[src/rtl/pipe_ctrl_unit_if.sv]
// rtl/pipe_ctrl_unit_if.sv - control-unit port bundle between ID-stage datapath and pipe_ctrl_unit
//
// Purpose: groups the opcode/register-field inputs and the hazard/control outputs
// of pipe_ctrl_unit so the datapath and the control unit connect through one port.
//
// Signals (direction as seen by the control unit, modport slave):
//   Op_i, IFID_Rs_i, IFID_Rt_i, IDEX_Rt_i, IDEX_Rd_i, Equal_i    in
//   PCWrite_o, IFIDWrite_o, IFFlush_o, PCSrc_o                    out  fetch/PC control
//   EX_RegDst_o, EX_ALUSrc_o, EX_ALUOp_o, EX_MemRead_o,
//   EX_RegWrite_o                                                 out  ID/EX copies
//   MEM_MemRead_o, MEM_MemWrite_o, MEM_RegWrite_o                 out  EX/MEM copies
//   WB_RegWrite_o, WB_MemtoReg_o                                  out  MEM/WB copies
// The master modport is the datapath side (drives the inputs, observes the outputs).

interface pipe_ctrl_unit_if #(
    parameter int ADDR_W = 5
) ();
    logic [5:0]        Op_i;
    logic [ADDR_W-1:0] IFID_Rs_i;
    logic [ADDR_W-1:0] IFID_Rt_i;
    logic [ADDR_W-1:0] IDEX_Rt_i;
    logic [ADDR_W-1:0] IDEX_Rd_i;
    logic              Equal_i;

    logic              PCWrite_o;
    logic              IFIDWrite_o;
    logic              IFFlush_o;
    logic [1:0]        PCSrc_o;
    logic              EX_RegDst_o;
    logic              EX_ALUSrc_o;
    logic [1:0]        EX_ALUOp_o;
    logic              EX_MemRead_o;
    logic              EX_RegWrite_o;
    logic              MEM_MemRead_o;
    logic              MEM_MemWrite_o;
    logic              MEM_RegWrite_o;
    logic              WB_RegWrite_o;
    logic              WB_MemtoReg_o;

    modport slave (
        input  Op_i, IFID_Rs_i, IFID_Rt_i, IDEX_Rt_i, IDEX_Rd_i, Equal_i,
        output PCWrite_o, IFIDWrite_o, IFFlush_o, PCSrc_o,
        output EX_RegDst_o, EX_ALUSrc_o, EX_ALUOp_o, EX_MemRead_o, EX_RegWrite_o,
        output MEM_MemRead_o, MEM_MemWrite_o, MEM_RegWrite_o,
        output WB_RegWrite_o, WB_MemtoReg_o
    );

    modport master (
        output Op_i, IFID_Rs_i, IFID_Rt_i, IDEX_Rt_i, IDEX_Rd_i, Equal_i,
        input  PCWrite_o, IFIDWrite_o, IFFlush_o, PCSrc_o,
        input  EX_RegDst_o, EX_ALUSrc_o, EX_ALUOp_o, EX_MemRead_o, EX_RegWrite_o,
        input  MEM_MemRead_o, MEM_MemWrite_o, MEM_RegWrite_o,
        input  WB_RegWrite_o, WB_MemtoReg_o
    );
endinterface

[src/rtl/pipe_ctrl_unit.sv]
// rtl/pipe_ctrl_unit.sv - pipelined MIPS main decoder with hazard stall and ID-stage branch/jump resolve
//
// Purpose: decodes the IF/ID opcode into a control bundle, carries it through
// ID/EX, EX/MEM and MEM/WB control registers, detects load-use and branch-operand
// hazards (stalling PC and IF/ID while bubbling ID/EX) and resolves beq/j in ID.
//
// Ports:
//   clk_i  in   core clock, rising edge
//   rst_i  in   synchronous active-high reset
//   bus    pipe_ctrl_unit_if.slave (opcode/register fields in, control out)
//
// Parameters:
//   ADDR_W      register-address width (must match the interface)
//   LOAD_STALL  bubble cycles per load-use hazard, 1..3
//
// Optional build macro CTRL_EXT_OPS_EN: adds bne (000101) and ori (001101).

module pipe_ctrl_unit #(
    parameter int ADDR_W     = 5,
    parameter int LOAD_STALL = 1
) (
    input  logic            clk_i,
    input  logic            rst_i,
    pipe_ctrl_unit_if.slave bus
);
    typedef struct packed {
        logic       reg_dst;
        logic       alu_src;
        logic       mem_to_reg;
        logic       reg_write;
        logic       mem_read;
        logic       mem_write;
        logic [1:0] alu_op;
    } ex_ctrl_t;

    typedef struct packed {
        logic mem_to_reg;
        logic reg_write;
        logic mem_read;
        logic mem_write;
    } mem_ctrl_t;

    typedef struct packed {
        logic mem_to_reg;
        logic reg_write;
    } wb_ctrl_t;

    localparam logic [ADDR_W-1:0] REG_ZERO      = '0;
    localparam logic [1:0]        LOAD_CNT_INIT = 2'(LOAD_STALL - 1);

    ex_ctrl_t          dec_ctrl;
    logic              dec_branch;
    logic              dec_jump;
    logic              dec_bne;
    logic              uses_rs;
    logic              uses_rt;

    ex_ctrl_t          ex_q;
    mem_ctrl_t         mem_q;
    wb_ctrl_t          wb_q;
    logic [1:0]        cnt;

    logic [ADDR_W-1:0] ex_dest;
    logic              load_use;
    logic              br_haz;
    logic              stall;
    logic              br_taken;

    // ID-stage decode; unknown opcodes fall through to the all-zero bundle.
    always_comb begin
        dec_ctrl   = '0;
        dec_branch = 1'b0;
        dec_jump   = 1'b0;
        dec_bne    = 1'b0;
        uses_rs    = 1'b0;
        uses_rt    = 1'b0;
        case (bus.Op_i)
            6'b000000: begin
                dec_ctrl.reg_dst   = 1'b1;
                dec_ctrl.reg_write = 1'b1;
                dec_ctrl.alu_op    = 2'b10;
                uses_rs            = 1'b1;
                uses_rt            = 1'b1;
            end
            6'b001000: begin
                dec_ctrl.alu_src   = 1'b1;
                dec_ctrl.reg_write = 1'b1;
                uses_rs            = 1'b1;
            end
            6'b100011: begin
                dec_ctrl.alu_src    = 1'b1;
                dec_ctrl.mem_to_reg = 1'b1;
                dec_ctrl.reg_write  = 1'b1;
                dec_ctrl.mem_read   = 1'b1;
                uses_rs             = 1'b1;
            end
            6'b101011: begin
                dec_ctrl.alu_src   = 1'b1;
                dec_ctrl.mem_write = 1'b1;
                uses_rs            = 1'b1;
                uses_rt            = 1'b1;
            end
            6'b000100: begin
                dec_ctrl.alu_op = 2'b01;
                dec_branch      = 1'b1;
                uses_rs         = 1'b1;
                uses_rt         = 1'b1;
            end
            6'b000010: begin
                dec_jump = 1'b1;
            end
`ifdef CTRL_EXT_OPS_EN
            6'b000101: begin
                dec_ctrl.alu_op = 2'b01;
                dec_branch      = 1'b1;
                dec_bne         = 1'b1;
                uses_rs         = 1'b1;
                uses_rt         = 1'b1;
            end
            6'b001101: begin
                dec_ctrl.alu_src   = 1'b1;
                dec_ctrl.reg_write = 1'b1;
                dec_ctrl.alu_op    = 2'b11;
                uses_rs            = 1'b1;
            end
`endif
            default: ;
        endcase
    end

    // Hazard detection and fetch control. A branch in ID compares register
    // values this cycle, so any producer still in EX must drain first.
    always_comb begin
        ex_dest  = ex_q.reg_dst ? bus.IDEX_Rd_i : bus.IDEX_Rt_i;
        load_use = ex_q.mem_read && (bus.IDEX_Rt_i != REG_ZERO) &&
                   ((uses_rs && (bus.IDEX_Rt_i == bus.IFID_Rs_i)) ||
                    (uses_rt && (bus.IDEX_Rt_i == bus.IFID_Rt_i)));
        br_haz   = dec_branch && ex_q.reg_write && (ex_dest != REG_ZERO) &&
                   ((ex_dest == bus.IFID_Rs_i) || (ex_dest == bus.IFID_Rt_i));
        stall    = load_use || br_haz || (cnt != 2'd0);
        br_taken = dec_branch && (dec_bne ? !bus.Equal_i : bus.Equal_i);

        bus.PCWrite_o   = !stall;
        bus.IFIDWrite_o = !stall;
        bus.IFFlush_o   = 1'b0;
        bus.PCSrc_o     = 2'b00;
        if (!stall) begin
            if (dec_jump) begin
                bus.PCSrc_o   = 2'b10;
                bus.IFFlush_o = 1'b1;
            end else if (br_taken) begin
                bus.PCSrc_o   = 2'b01;
                bus.IFFlush_o = 1'b1;
            end
        end
    end

    // cnt holds the extra bubbles still owed after the detecting cycle; the
    // back half of the pipe keeps advancing regardless of stalls.
    always_ff @(posedge clk_i) begin
        if (rst_i) begin
            ex_q  <= '0;
            mem_q <= '0;
            wb_q  <= '0;
            cnt   <= 2'd0;
        end else begin
            ex_q             <= stall ? '0 : dec_ctrl;
            mem_q.mem_to_reg <= ex_q.mem_to_reg;
            mem_q.reg_write  <= ex_q.reg_write;
            mem_q.mem_read   <= ex_q.mem_read;
            mem_q.mem_write  <= ex_q.mem_write;
            wb_q.mem_to_reg  <= mem_q.mem_to_reg;
            wb_q.reg_write   <= mem_q.reg_write;
            if (cnt != 2'd0) begin
                cnt <= cnt - 2'd1;
            end else if (load_use) begin
                cnt <= LOAD_CNT_INIT;
            end
        end
    end

    assign bus.EX_RegDst_o    = ex_q.reg_dst;
    assign bus.EX_ALUSrc_o    = ex_q.alu_src;
    assign bus.EX_ALUOp_o     = ex_q.alu_op;
    assign bus.EX_MemRead_o   = ex_q.mem_read;
    assign bus.EX_RegWrite_o  = ex_q.reg_write;
    assign bus.MEM_MemRead_o  = mem_q.mem_read;
    assign bus.MEM_MemWrite_o = mem_q.mem_write;
    assign bus.MEM_RegWrite_o = mem_q.reg_write;
    assign bus.WB_RegWrite_o  = wb_q.reg_write;
    assign bus.WB_MemtoReg_o  = wb_q.mem_to_reg;
endmodule

[src/flat_wrapper.sv]
// flat-port wrapper written by rule: the top's interface ports become plain ports
module pipe_ctrl_unit_flat 
#(
    parameter int ADDR_W     = 5,
    parameter int LOAD_STALL = 1
)
  (clk_i, rst_i, bus_Op_i, bus_IFID_Rs_i, bus_IFID_Rt_i, bus_IDEX_Rt_i, bus_IDEX_Rd_i, bus_Equal_i, bus_PCWrite_o, bus_IFIDWrite_o, bus_IFFlush_o, bus_PCSrc_o, bus_EX_RegDst_o, bus_EX_ALUSrc_o, bus_EX_ALUOp_o, bus_EX_MemRead_o, bus_EX_RegWrite_o, bus_MEM_MemRead_o, bus_MEM_MemWrite_o, bus_MEM_RegWrite_o, bus_WB_RegWrite_o, bus_WB_MemtoReg_o);
  pipe_ctrl_unit_if #(.ADDR_W(ADDR_W)) bus_i ();
  input  logic clk_i;
  input  logic rst_i;
  input wire logic [$bits(bus_i.Op_i)-1:0] bus_Op_i;
  input wire logic [$bits(bus_i.IFID_Rs_i)-1:0] bus_IFID_Rs_i;
  input wire logic [$bits(bus_i.IFID_Rt_i)-1:0] bus_IFID_Rt_i;
  input wire logic [$bits(bus_i.IDEX_Rt_i)-1:0] bus_IDEX_Rt_i;
  input wire logic [$bits(bus_i.IDEX_Rd_i)-1:0] bus_IDEX_Rd_i;
  input wire logic [$bits(bus_i.Equal_i)-1:0] bus_Equal_i;
  output wire logic [$bits(bus_i.PCWrite_o)-1:0] bus_PCWrite_o;
  output wire logic [$bits(bus_i.IFIDWrite_o)-1:0] bus_IFIDWrite_o;
  output wire logic [$bits(bus_i.IFFlush_o)-1:0] bus_IFFlush_o;
  output wire logic [$bits(bus_i.PCSrc_o)-1:0] bus_PCSrc_o;
  output wire logic [$bits(bus_i.EX_RegDst_o)-1:0] bus_EX_RegDst_o;
  output wire logic [$bits(bus_i.EX_ALUSrc_o)-1:0] bus_EX_ALUSrc_o;
  output wire logic [$bits(bus_i.EX_ALUOp_o)-1:0] bus_EX_ALUOp_o;
  output wire logic [$bits(bus_i.EX_MemRead_o)-1:0] bus_EX_MemRead_o;
  output wire logic [$bits(bus_i.EX_RegWrite_o)-1:0] bus_EX_RegWrite_o;
  output wire logic [$bits(bus_i.MEM_MemRead_o)-1:0] bus_MEM_MemRead_o;
  output wire logic [$bits(bus_i.MEM_MemWrite_o)-1:0] bus_MEM_MemWrite_o;
  output wire logic [$bits(bus_i.MEM_RegWrite_o)-1:0] bus_MEM_RegWrite_o;
  output wire logic [$bits(bus_i.WB_RegWrite_o)-1:0] bus_WB_RegWrite_o;
  output wire logic [$bits(bus_i.WB_MemtoReg_o)-1:0] bus_WB_MemtoReg_o;
  assign bus_i.Op_i = bus_Op_i;
  assign bus_i.IFID_Rs_i = bus_IFID_Rs_i;
  assign bus_i.IFID_Rt_i = bus_IFID_Rt_i;
  assign bus_i.IDEX_Rt_i = bus_IDEX_Rt_i;
  assign bus_i.IDEX_Rd_i = bus_IDEX_Rd_i;
  assign bus_i.Equal_i = bus_Equal_i;
  assign bus_PCWrite_o = bus_i.PCWrite_o;
  assign bus_IFIDWrite_o = bus_i.IFIDWrite_o;
  assign bus_IFFlush_o = bus_i.IFFlush_o;
  assign bus_PCSrc_o = bus_i.PCSrc_o;
  assign bus_EX_RegDst_o = bus_i.EX_RegDst_o;
  assign bus_EX_ALUSrc_o = bus_i.EX_ALUSrc_o;
  assign bus_EX_ALUOp_o = bus_i.EX_ALUOp_o;
  assign bus_EX_MemRead_o = bus_i.EX_MemRead_o;
  assign bus_EX_RegWrite_o = bus_i.EX_RegWrite_o;
  assign bus_MEM_MemRead_o = bus_i.MEM_MemRead_o;
  assign bus_MEM_MemWrite_o = bus_i.MEM_MemWrite_o;
  assign bus_MEM_RegWrite_o = bus_i.MEM_RegWrite_o;
  assign bus_WB_RegWrite_o = bus_i.WB_RegWrite_o;
  assign bus_WB_MemtoReg_o = bus_i.WB_MemtoReg_o;
  pipe_ctrl_unit #(.ADDR_W(ADDR_W), .LOAD_STALL(LOAD_STALL)) u_core (.clk_i(clk_i), .rst_i(rst_i), .bus(bus_i));
endmodule
[config.mk]
export PLATFORM = sky130hd
export DESIGN_NAME = pipe_ctrl_unit_flat
export DESIGN_NICKNAME = d
export VERILOG_FILES = /design/src/rtl/pipe_ctrl_unit_if.sv /design/src/rtl/pipe_ctrl_unit.sv /design/src/flat_wrapper.sv
export SDC_FILE = /design/constraint.sdc
export NUM_CORES = 1
export LEC_CHECK = 0
export BUFFER_PORTS_ARGS = -buffer_cell sky130_fd_sc_hd__buf_2
export CAP_MARGIN = 10
export CORE_UTILIZATION = 34
export DETAILED_ROUTE_END_ITERATION = 12
export PLACE_DENSITY = 0.68
export SLEW_MARGIN = 0
export SYNTH_ARGS = -nofsm -noshare
export SYNTH_HDL_FRONTEND = slang
export SYNTH_SLANG_ARGS = --single-unit
[constraint.sdc]
create_clock -name clk_i -period 5.95 [get_ports clk_i]
set_input_delay 0.8925 -clock clk_i [delete_from_list [all_inputs] [get_ports clk_i]]
set_output_delay 0.8925 -clock clk_i [all_outputs]
set_load 0.005 [all_outputs]
==> results of run 1 <==
layout make-up:
class,count,area (um^2)
Fill cell,246,1320
Multi-Input combinational cell,78,593
Sequential cell,14,280
Timing Repair Buffer,44,220
Tap cell,30,37.5
Clock buffer,4,36.3
Inverter,3,11.3
placed cells by master (no fill, tap or decap), drive strengths merged:
master / count
nor3: 4
a211oi: 1
nand2: 4
nand4b: 1
nand2b: 2
xor2: 16
mux2i: 5
nor4b: 3
a31oi: 1
o22ai: 1
o211a: 1
and3: 1
a211o: 1
nor2b: 6
and2b: 1
or4: 3
nand4: 3
nor2: 4
and3b: 1
and2: 1
xnor2: 4
nor4: 7
o31a: 1
buf: 44
clkbuf: 4
inv: 3
o211ai: 2
a21oi: 1
nor3b: 1
dfxtp: 14
nand3: 2
sequential cells by signal, indices dropped and copies added (netlist names):
| name | flops |
|---|---|
| u_core.bus.EX_ALUOp_o | 2 |
| u_core.cnt | 2 |
| u_core.ex_q | 2 |
| u_core.bus.EX_ALUSrc_o | 1 |
| u_core.bus.EX_RegDst_o | 1 |
| u_core.bus.EX_RegWrite_o | 1 |
| u_core.bus.MEM_MemWrite_o | 1 |
| u_core.bus.MEM_RegWrite_o | 1 |
| u_core.bus.WB_MemtoReg_o | 1 |
| u_core.bus.WB_RegWrite_o | 1 |
| u_core.mem_q | 1 |
logic make-up (layout without fill, tap and decap cells):
group           Yosys count  in the layout  synth area share (%)
compound gates            9              9                  9.44
xor+xnor                 20             20                  19.2
buf+inv                   8             51                  4.51
flops                    14             14                  30.6
mux                       5              5                  5.47
simple gates             44             44                  30.8
worst max path at each step:
stage / slack, ns / end / depth (start not counted) / startpoint
finish: 2.43 / bus_PCWrite_o / 7 / bus_Op_i[3]
global placement: 2.52 / bus_IFIDWrite_o / 7 / bus_Op_i[3]
floorplan: 2.72 / bus_PCWrite_o / 6 / bus_Op_i[3]
global route: 2.35 / bus_IFFlush_o / 7 / bus_Op_i[3]
CTS: 2.44 / bus_PCWrite_o / 7 / bus_Op_i[3]
detailed placement: 2.45 / bus_PCWrite_o / 7 / bus_Op_i[3]
routing by layer:
metal,vias up,GRT usage (%),share of wire [%]
li1,449,-,-
met1,385,19.5,44
met2,48,27.0,47
met3,4,0.847,8.3
met4,0,9.21,1.2
met5,-,0,0
worst max-delay path: stages:
cell and delay (ns):
buf_2 0.14, nor4_2 0.42, a31oi_1 0.09, or4_4 0.54, o211ai_4 0.30, nor2_1 0.10, buf_2 0.14
metrics by stage:
stage | setup WS, ns | instance area [um^2]
3_5_place_dp | 2.45 | 1140
5_1_grt | 2.35 | 1180
3_3_place_gp | 2.52 | 1140
6_report | 2.43 | 1180
4_1_cts | 2.44 | 1180
2_1_floorplan | 2.72 | 915
power breakdown:
part	internal (W)	total (W)	leakage [nW]	switching, W
combinational	0.0000176	0.0000382	0.390	0.0000206
clock	0.0000372	0.0000652	0.0210	0.0000281
sequential	0.0000941	0.0000944	0.113	0.000000325
total	0.000149	0.000198	0.524	0.0000490
==> flow_summary.json, run 1 <==
{
  "status": "finished clean",
  "setup_tns_ns": 0,
  "synthesis.nets": 129,
  "synth.distinct_cells": 34,
  "seq_area_frac_synth_pct": 30.6,
  "drt_iter0_drc": 22,
  "ios": 45,
  "grt_use_total_pct": 15.8,
  "fin_worst_skew_ns": 0.00145,
  "worstReg2RegEnd": "u_core.bus.EX_ALUOp_o[0]$_SDFF_PP0_",
  "die_area_um2": 2900,
  "postCtsHoldBufs": 0,
  "yosysTopAreaCellShare_pct": 30.6,
  "cts_tree": "yes",
  "yosysMostFrequentCell": "xor2_1",
  "fmax_mhz": 284,
  "rows": 18,
  "via_count": 886,
  "whs_ns": 0.442,
  "cts-buffers-inserted": 3,
  "synth-seq-cells": 14,
  "required_ns": 5.06,
  "rsz0062_at_grt": "false",
  "synthTopCellsByArea": "dfxtp_1 (31%), xor2_1 (15%), mux2i_1 (5.5%)",
  "fin_nets": 173,
  "final_hold_viol_count": 0,
  "r2r_cells": 5,
  "postCtsResizedCells": 0,
  "worstSetupPathType": "in2out",
  "die_w_um": 53.9,
  "setup_viol": 0,
  "hpwl_mm": 1.78,
  "routed_via_density": 5.12,
  "ant_nets": 0,
  "final.min_clock_period_ns": 3.52,
  "avgSynthCellArea_um2": 9.15,
  "hold_path_class": "reg2reg",
  "synth_edf_count": 0,
  "layout-drive-gt1-share_pct": 37.8,
  "synthCells": 100,
  "clk_pin_slew_ns": 0.08,
  "gp_congestion": 0.852,
  "syn_to_final_growth_pct": 28.9,
  "r2r_start": "u_core.bus.EX_RegDst_o$_SDFF_PP0_",
  "grt_max_degree": 15,
  "io_buffers": 44,
  "endpoint_kind": "primary output",
  "n_antenna_cell": 0,
  "drv_cap": 0,
  "critPathLaunchType": "input pin",
  "firstDrtPassIters": 4,
  "layoutNonFillerInstCount": 173,
  "yosys.area.top_type": "dfxtp_1",
  "cts_sinks": 14,
  "die_height_um": 53.9,
  "whs_endpoint": "u_core.bus.MEM_MemWrite_o$_SDFF_PP0_",
  "core_um2": 2500,
  "final_util_pct": 47.1,
  "p_leak_nw": 0.524,
  "arrival_ns": 2.62,
  "worstHoldStart": "u_core.ex_q[2]$_SDFF_PP0_",
  "wl_per_cell_um": 12.1,
  "synth-warning-count": 0,
  "power_density_nw_per_um2": 168,
  "cts_htree_levels": 1,
  "syn_area_um2": 915,
  "crit_fanout": 10,
  "worst_hold_path.num_cells": 1,
  "ir_drop_v": 0.000121,
  "clk_path_buf_depth": 2,
  "p_total_w": 0.000198,
  "drc": 0,
  "overflow": 0,
  "reg2reg_slack_ns": 4.22,
  "clk_root_buffer_cell": "clkbuf_4",
  "wirelength_mm": 2.09,
  "slew_violations": 0,
  "synth_flop_cell": "dfxtp_1",
  "place_inst": 169,
  "antenna_found_initial": 0,
  "grt_pass1_vias": 818,
  "postCtsSetupBuffers": 0,
  "slew_headroom_pct": 69.5,
  "synthArstFlopShare_pct": 0,
  "min_period_over_period_pct": 59.1,
  "worst_pin_slew_ns": 0.453,
  "grt_pass1_wl_mm": 3.28,
  "initial_core_util_pct": 36.6,
  "synthTopCellsByCount": "xor2_1 (16), dfxtp_1 (14), nor2b_1 (6), nor4_1 (6), mux2i_1 (5)",
  "worstSkewPairLatency_ns": 0.27
}
No activity file was read; power rests on OpenSTA's default activity.
==> inputs of run 2 (changes only) <==
--- a/config.mk
+++ b/config.mk
@@ -9,7 +9,7 @@
 export CAP_MARGIN = 10
 export CORE_UTILIZATION = 34
 export DETAILED_ROUTE_END_ITERATION = 12
-export PLACE_DENSITY = 0.68
+export PLACE_DENSITY = 0.71
 export SLEW_MARGIN = 0
 export SYNTH_ARGS = -nofsm -noshare
 export SYNTH_HDL_FRONTEND = slang
==> constraint.sdc (replaced) <==
create_clock -name clk_i -period 3.2 [get_ports clk_i]
set_input_delay 0.48 -clock clk_i [delete_from_list [all_inputs] [get_ports clk_i]]
set_output_delay 0.48 -clock clk_i [all_outputs]
set_load 0.005 [all_outputs]
==> flow_summary.json, run 2 (synthesis results as in run 1) <==
{
  "ir_drop_v": 0.000236,
  "hpwl_mm": 1.82,
  "grt_pass1_wl_mm": 3.38,
  "gp_congestion": 0.846,
  "initial_core_util_pct": 36.6,
  "layout_common_cells": "buf_2 (44), xor2_1 (16), dfxtp_1 (14)",
  "cts_tree": "yes",
  "min_period_over_period_pct": 83.2,
  "overflow": 0,
  "firstDrtPassIters": 4,
  "setup_viol": 0,
  "fmax_mhz": 375,
  "cpMostUsedCell": "buf_2",
  "critPathBufInv": 2,
  "whs_ns": 0.445,
  "critPathTopFamily": "simple AND/OR/NAND/NOR gates",
  "drt_iter0_drc": 12,
  "crit_chain": "buf_2, nor4_2, a31oi_1, or4_4, o211ai_4, nor2_1, buf_2",
  "cts_htree_levels": 1,
  "ios": 45,
  "die_w_um": 53.9,
  "ant_nets": 0,
  "grt_use_total_pct": 15.8,
  "postCtsHoldBufs": 0,
  "worstSetupPathType": "in2out",
  "clk_root_buffer_cell": "clkbuf_4",
  "postCtsResizedCells": 0,
  "final_util_pct": 47.1,
  "cts_sinks": 14,
  "fin_nets": 173,
  "core_um2": 2500,
  "final.min_clock_period_ns": 2.66,
  "routed_via_density": 5.27,
  "fin_worst_skew_ns": 0.00506,
  "worstSkewPairLatency_ns": 0.27,
  "io_buffers": 44,
  "setup_tns_ns": 0,
  "p_leak_nw": 0.524,
  "arrival_ns": 2.18,
  "postCtsSetupBuffers": 0,
  "critPathLaunchType": "input pin",
  "clk_pin_slew_ns": 0.08,
  "rows": 18,
  "drc": 0,
  "antenna_found_initial": 0,
  "slew_headroom_pct": 72.8,
  "grt_max_degree": 15,
  "slew_violations": 0,
  "die_height_um": 53.9,
  "final_common_cell": "buf_2",
  "clk_path_buf_depth": 2,
  "endpoint_kind": "primary output",
  "via_count": 912,
  "p_total_w": 0.000367,
  "syn_to_final_growth_pct": 28.9,
  "die_area_um2": 2900,
  "hold_path_class": "reg2reg",
  "cts-buffers-inserted": 3,
  "grt_pass1_vias": 860,
  "drv_cap": 0,
  "power_density_nw_per_um2": 311,
  "wl_per_cell_um": 12.2,
  "required_ns": 2.72,
  "critical-path-slowest-cell": "or4_4",
  "worst_pin_slew_ns": 0.407,
  "crit_fanout": 10,
  "rsz0062_at_grt": "false",
  "n_antenna_cell": 0,
  "layout-drive-gt1-share_pct": 37.8,
  "status": "finished clean",
  "wirelength_mm": 2.11,
  "cpPeakStageDelay_ns": 0.54,
  "final_hold_viol_count": 0
}
[run 2: final cells by class]
| class | instances | area [um^2] |
|---|---|---|
| tap | 30 | 37.5 |
| fill | 254 | 1320 |
| timing repair buffer | 44 | 220 |
| inverter | 3 | 11.3 |
| clock buffer | 4 | 36.3 |
| multi-input combinational | 78 | 593 |
| sequential | 14 | 280 |
[run 2: worst register-to-register path, cell delays in order, from the launching register on]
cell and delay, ns:
dfxtp_1 0.57, mux2i_1 0.36, xor2_1 0.18, nand4_1 0.13
o22ai_1 0.30, nor4_1 0.08
[run 2: layer usage]
metal	routed length, um	GRT usage [%]	share of wire [%]
met4	23	6.58	1.1
met2	992	28.0	47
met5	0	0	0
met1	910	19.0	43
met3	180	1.98	8.5
[run 2: metrics by stage]
stage	instances	instance area (um^2)	setup slack, ns
2_1_floorplan	100	915	0.791
5_1_grt	173	1180	0.462
4_1_cts	173	1180	0.528
3_3_place_gp	169	1140	0.607
6_report	173	1180	0.536
3_5_place_dp	169	1140	0.541
[run 2: power by group]
part           switching, W  internal, W
Combinational     0.0000391    0.0000328
Clock             0.0000503    0.0000691
Sequential      0.000000609     0.000175
[run 2: path summary, 6_finish.rpt]
check                                    endpoint  slack [ns]  cells past startpoint                         startpoint
max reg2reg   u_core.bus.EX_ALUOp_o[0]$_SDFF_PP0_        1.47                      5  u_core.bus.EX_RegDst_o$_SDFF_PP0_
min reg2reg  u_core.bus.MEM_MemWrite_o$_SDFF_PP0_        0.45                      1          u_core.ex_q[2]$_SDFF_PP0_
max                                 bus_PCWrite_o        0.54                      7                        bus_Op_i[3]
min          u_core.bus.MEM_MemWrite_o$_SDFF_PP0_        0.45                      1          u_core.ex_q[2]$_SDFF_PP0_
==> inputs of run 3 (changes only) <==
--- a/config.mk
+++ b/config.mk
@@ -5,11 +5,12 @@
 export SDC_FILE = /design/constraint.sdc
 export NUM_CORES = 1
 export LEC_CHECK = 0
+export ABC_AREA = 1
 export BUFFER_PORTS_ARGS = -buffer_cell sky130_fd_sc_hd__buf_2
 export CAP_MARGIN = 10
 export CORE_UTILIZATION = 34
 export DETAILED_ROUTE_END_ITERATION = 12
-export PLACE_DENSITY = 0.71
+export PLACE_DENSITY = 0.69
 export SLEW_MARGIN = 0
 export SYNTH_ARGS = -nofsm -noshare
 export SYNTH_HDL_FRONTEND = slang
==> constraint.sdc (replaced) <==
create_clock -name clk_i -period 2.4 [get_ports clk_i]
set_input_delay 0.36 -clock clk_i [delete_from_list [all_inputs] [get_ports clk_i]]
set_output_delay 0.36 -clock clk_i [all_outputs]
set_load 0.005 [all_outputs]
==> flow_summary.json, run 3 <==
{
  "status": "finished, violations left",
  "violations": "DRC",
  "io_buffers": 44,
  "die_area_um2": 3350,
  "yosysMostFrequentCell": "nand2_1",
  "r2r_cells": 11,
  "p_seq_share_pct": 46.0,
  "p_clk_share_pct": 31.9,
  "crit_fanout": 10,
  "synth.distinct_cells": 19,
  "synthArstFlopShare_pct": 0,
  "clk_pin_slew_ns": 0.08,
  "endpoint_kind": "primary output",
  "p_comb_share_pct": 22.1,
  "slew_headroom_pct": 80.3,
  "critPathLaunchType": "register",
  "arrival_ns": 1.68,
  "synth-warning-count": 0,
  "p_int_w": 0.000374,
  "worst_slack_ns": 0.361,
  "ant_nets": 0,
  "final_common_cell": "nand2_1",
  "drt_iter0_drc": 40,
  "wl_met3_um": 208,
  "slew_violations": 0,
  "fmax_mhz": 490,
  "dp_slack_ns": 0.401,
  "switching_power_w": 0.000135,
  "fin_nets": 256,
  "die_w_um": 57.9,
  "place_area_um2": 1290,
  "cts-buffers-inserted": 3,
  "wirelength_mm": 2.34,
  "worstSetupPathType": "reg2out",
  "p_leak_nw": 0.784,
  "drc": 3,
  "layout_common_cells": "nand2_1 (48), buf_2 (44), nor2_1 (35)",
  "fin_area_um2": 1320,
  "fin_worst_skew_ns": 0.00444,
  "worst_hold_path.num_cells": 2,
  "worst_pin_slew_ns": 0.294,
  "swShare_pct": 26.6,
  "rsz0062_at_grt": "false",
  "syn_to_final_growth_pct": 24.8,
  "routed_via_density": 4.53,
  "top_layer_used": "met3",
  "reg2reg_slack_ns": 1.01,
  "synthTopCellsByArea": "dfxtp_1 (26%), nand2_1 (17%), nor2_1 (12%)",
  "overflow": 0,
  "core_um2": 2850,
  "synth_edf_count": 0,
  "layout-drive-gt1-share_pct": 26.1,
  "n_antenna_cell": 0,
  "worstReg2RegEnd": "u_core.bus.EX_RegDst_o$_SDFF_PP0_",
  "firstDrtPassIters": 8,
  "cts_htree_levels": 1,
  "cts_sinks": 14,
  "final_hold_viol_count": 0,
  "via_count": 1165,
  "wl_met2_mm": 1.02,
  "final_util_pct": 46.4,
  "final.min_clock_period_ns": 2.04,
  "clk_root_buffer_cell": "clkbuf_4",
  "hold_path_class": "in2reg",
  "required_ns": 2.04,
  "wl_met1_mm": 1.12,
  "power_density_nw_per_um2": 385,
  "min_period_over_period_pct": 85.0,
  "setup_tns_ns": 0,
  "r2r_start": "u_core.bus.EX_RegDst_o$_SDFF_PP0_",
  "yosysTopAreaCellShare_pct": 26.4,
  "hpwl_mm": 2.00,
  "wl_per_cell_um": 9.12,
  "die_height_um": 57.9,
  "avgSynthCellArea_um2": 5.83,
  "syn_area_um2": 1060,
  "antenna_found_initial": 0,
  "drv_cap": 0,
  "grt_pass1_vias": 1024,
  "synth-seq-cells": 14,
  "whs_endpoint": "u_core.bus.WB_RegWrite_o$_SDFF_PP0_",
  "cts_tree": "yes",
  "ir_drop_v": 0.000190,
  "synthesis.nets": 211,
  "worstSkewPairLatency_ns": 0.27,
  "setup_viol": 0,
  "grt_max_degree": 11,
  "rows": 19,
  "worstHoldStart": "rst_i",
  "synth_flop_cell": "dfxtp_1",
  "clk_path_buf_depth": 2,
  "seq_area_frac_synth_pct": 26.4,
  "synthTopCellsByCount": "nand2_1 (48), nor2_1 (35), inv_1 (31)",
  "grt_use_total_pct": 14.6,
  "synthCells": 182,
  "yosys.area.top_type": "dfxtp_1",
  "p_total_w": 0.000510,
  "ios": 45,
  "gp_congestion": 0.876,
  "grt_pass1_wl_mm": 3.93,
  "initial_core_util_pct": 37.2
}
[run 3: changes by cell type in the layout (fill, tap and decap cells not counted), sizes merged, moves of 4 or more]
cell   delta
inv      +29
mux2i     -5
nand2    +51
nand3    +22
nor2     +31
nor2b     -6
nor3      -4
nor4      -7
xor2     -14
[run 3: power groups by stage]
stage | sequential, W | combinational, W | clock (W)
6_report | 0.000234 | 0.000113 | 0.000163
2_1_floorplan | 0.000240 | 0.0000642 | 0
3_5_place_dp | 0.000240 | 0.000112 | 0
4_1_cts | 0.000234 | 0.000113 | 0.000171
5_1_grt | 0.000235 | 0.000129 | 0.000173
3_3_place_gp | 0.000240 | 0.000113 | 0
[run 3: critical path, cell delays in order (launching register included)]
cell     delay, ns
dfxtp_2       0.46
nand2_1       0.13
nand2_1       0.11
nand2_1       0.06
nand2_1       0.06
nor2_1        0.04
nand3_1       0.06
nand2_1       0.06
nand2_2       0.09
nand3_2       0.10
nor2_1        0.11
buf_2         0.12
[run 3: logic make-up after synthesis]
group	count (synthesis)	synth area share, %
buffers and inverters	36	15.0
DFF	14	26.4
xor gates and xnor gates	7	5.78
and+or+nand+nor	119	49.8
AOI/OAI and AO/OA	6	3.06
[run 3: worst max path at each step]
| stage | from | endpoint | slack [ns] | cells after the start |
|---|---|---|---|---|
| global placement | bus_Op_i[5] | bus_IFIDWrite_o | 0.43 | 10 |
| finish | u_core.bus.EX_RegDst_o$_SDFF_PP0_ | bus_PCSrc_o[1] | 0.36 | 11 |
| floorplan | bus_Op_i[5] | bus_PCWrite_o | 0.67 | 9 |
| CTS | u_core.bus.EX_RegDst_o$_SDFF_PP0_ | bus_PCSrc_o[1] | 0.16 | 11 |
| detailed placement | bus_Op_i[5] | bus_PCWrite_o | 0.40 | 10 |
| global route | u_core.bus.EX_RegDst_o$_SDFF_PP0_ | bus_PCSrc_o[1] | 0.17 | 11 |
[run 3: final cells by class]
type / instances / area (um^2)
clock buffer: 4 / 36.3
fill: 305 / 1530
inverter: 32 / 125
multi-input combinational: 132 / 622
sequential: 14 / 282
tap: 31 / 38.8
timing repair buffer: 44 / 220
[run 3: layer usage]
layer / GRT usage [%] / vias up
met3: 3.35 / 0
met1: 19.5 / 482
li1: - / 641
met4: 2.38 / 0
met5: 0 / -
met2: 24.3 / 42
[run 3: per-stage QoR]
stage	cells	hold slack [ns]
2_1_floorplan	182	0.388
3_3_place_gp	253	0.396
3_5_place_dp	253	0.396
4_1_cts	257	0.321
5_1_grt	257	0.336
6_report	257	0.330
[run 3: timing repair]
| action | CTS | global route |
|---|---|---|
| gates resized for setup | 0 | 1 |
| buffers inserted | 0 | 0 |
| endpoints found under the setup margin | 0 | 3 |
| endpoints found under the hold margin | 0 | 0 |
| hold buffers | 0 | 0 |
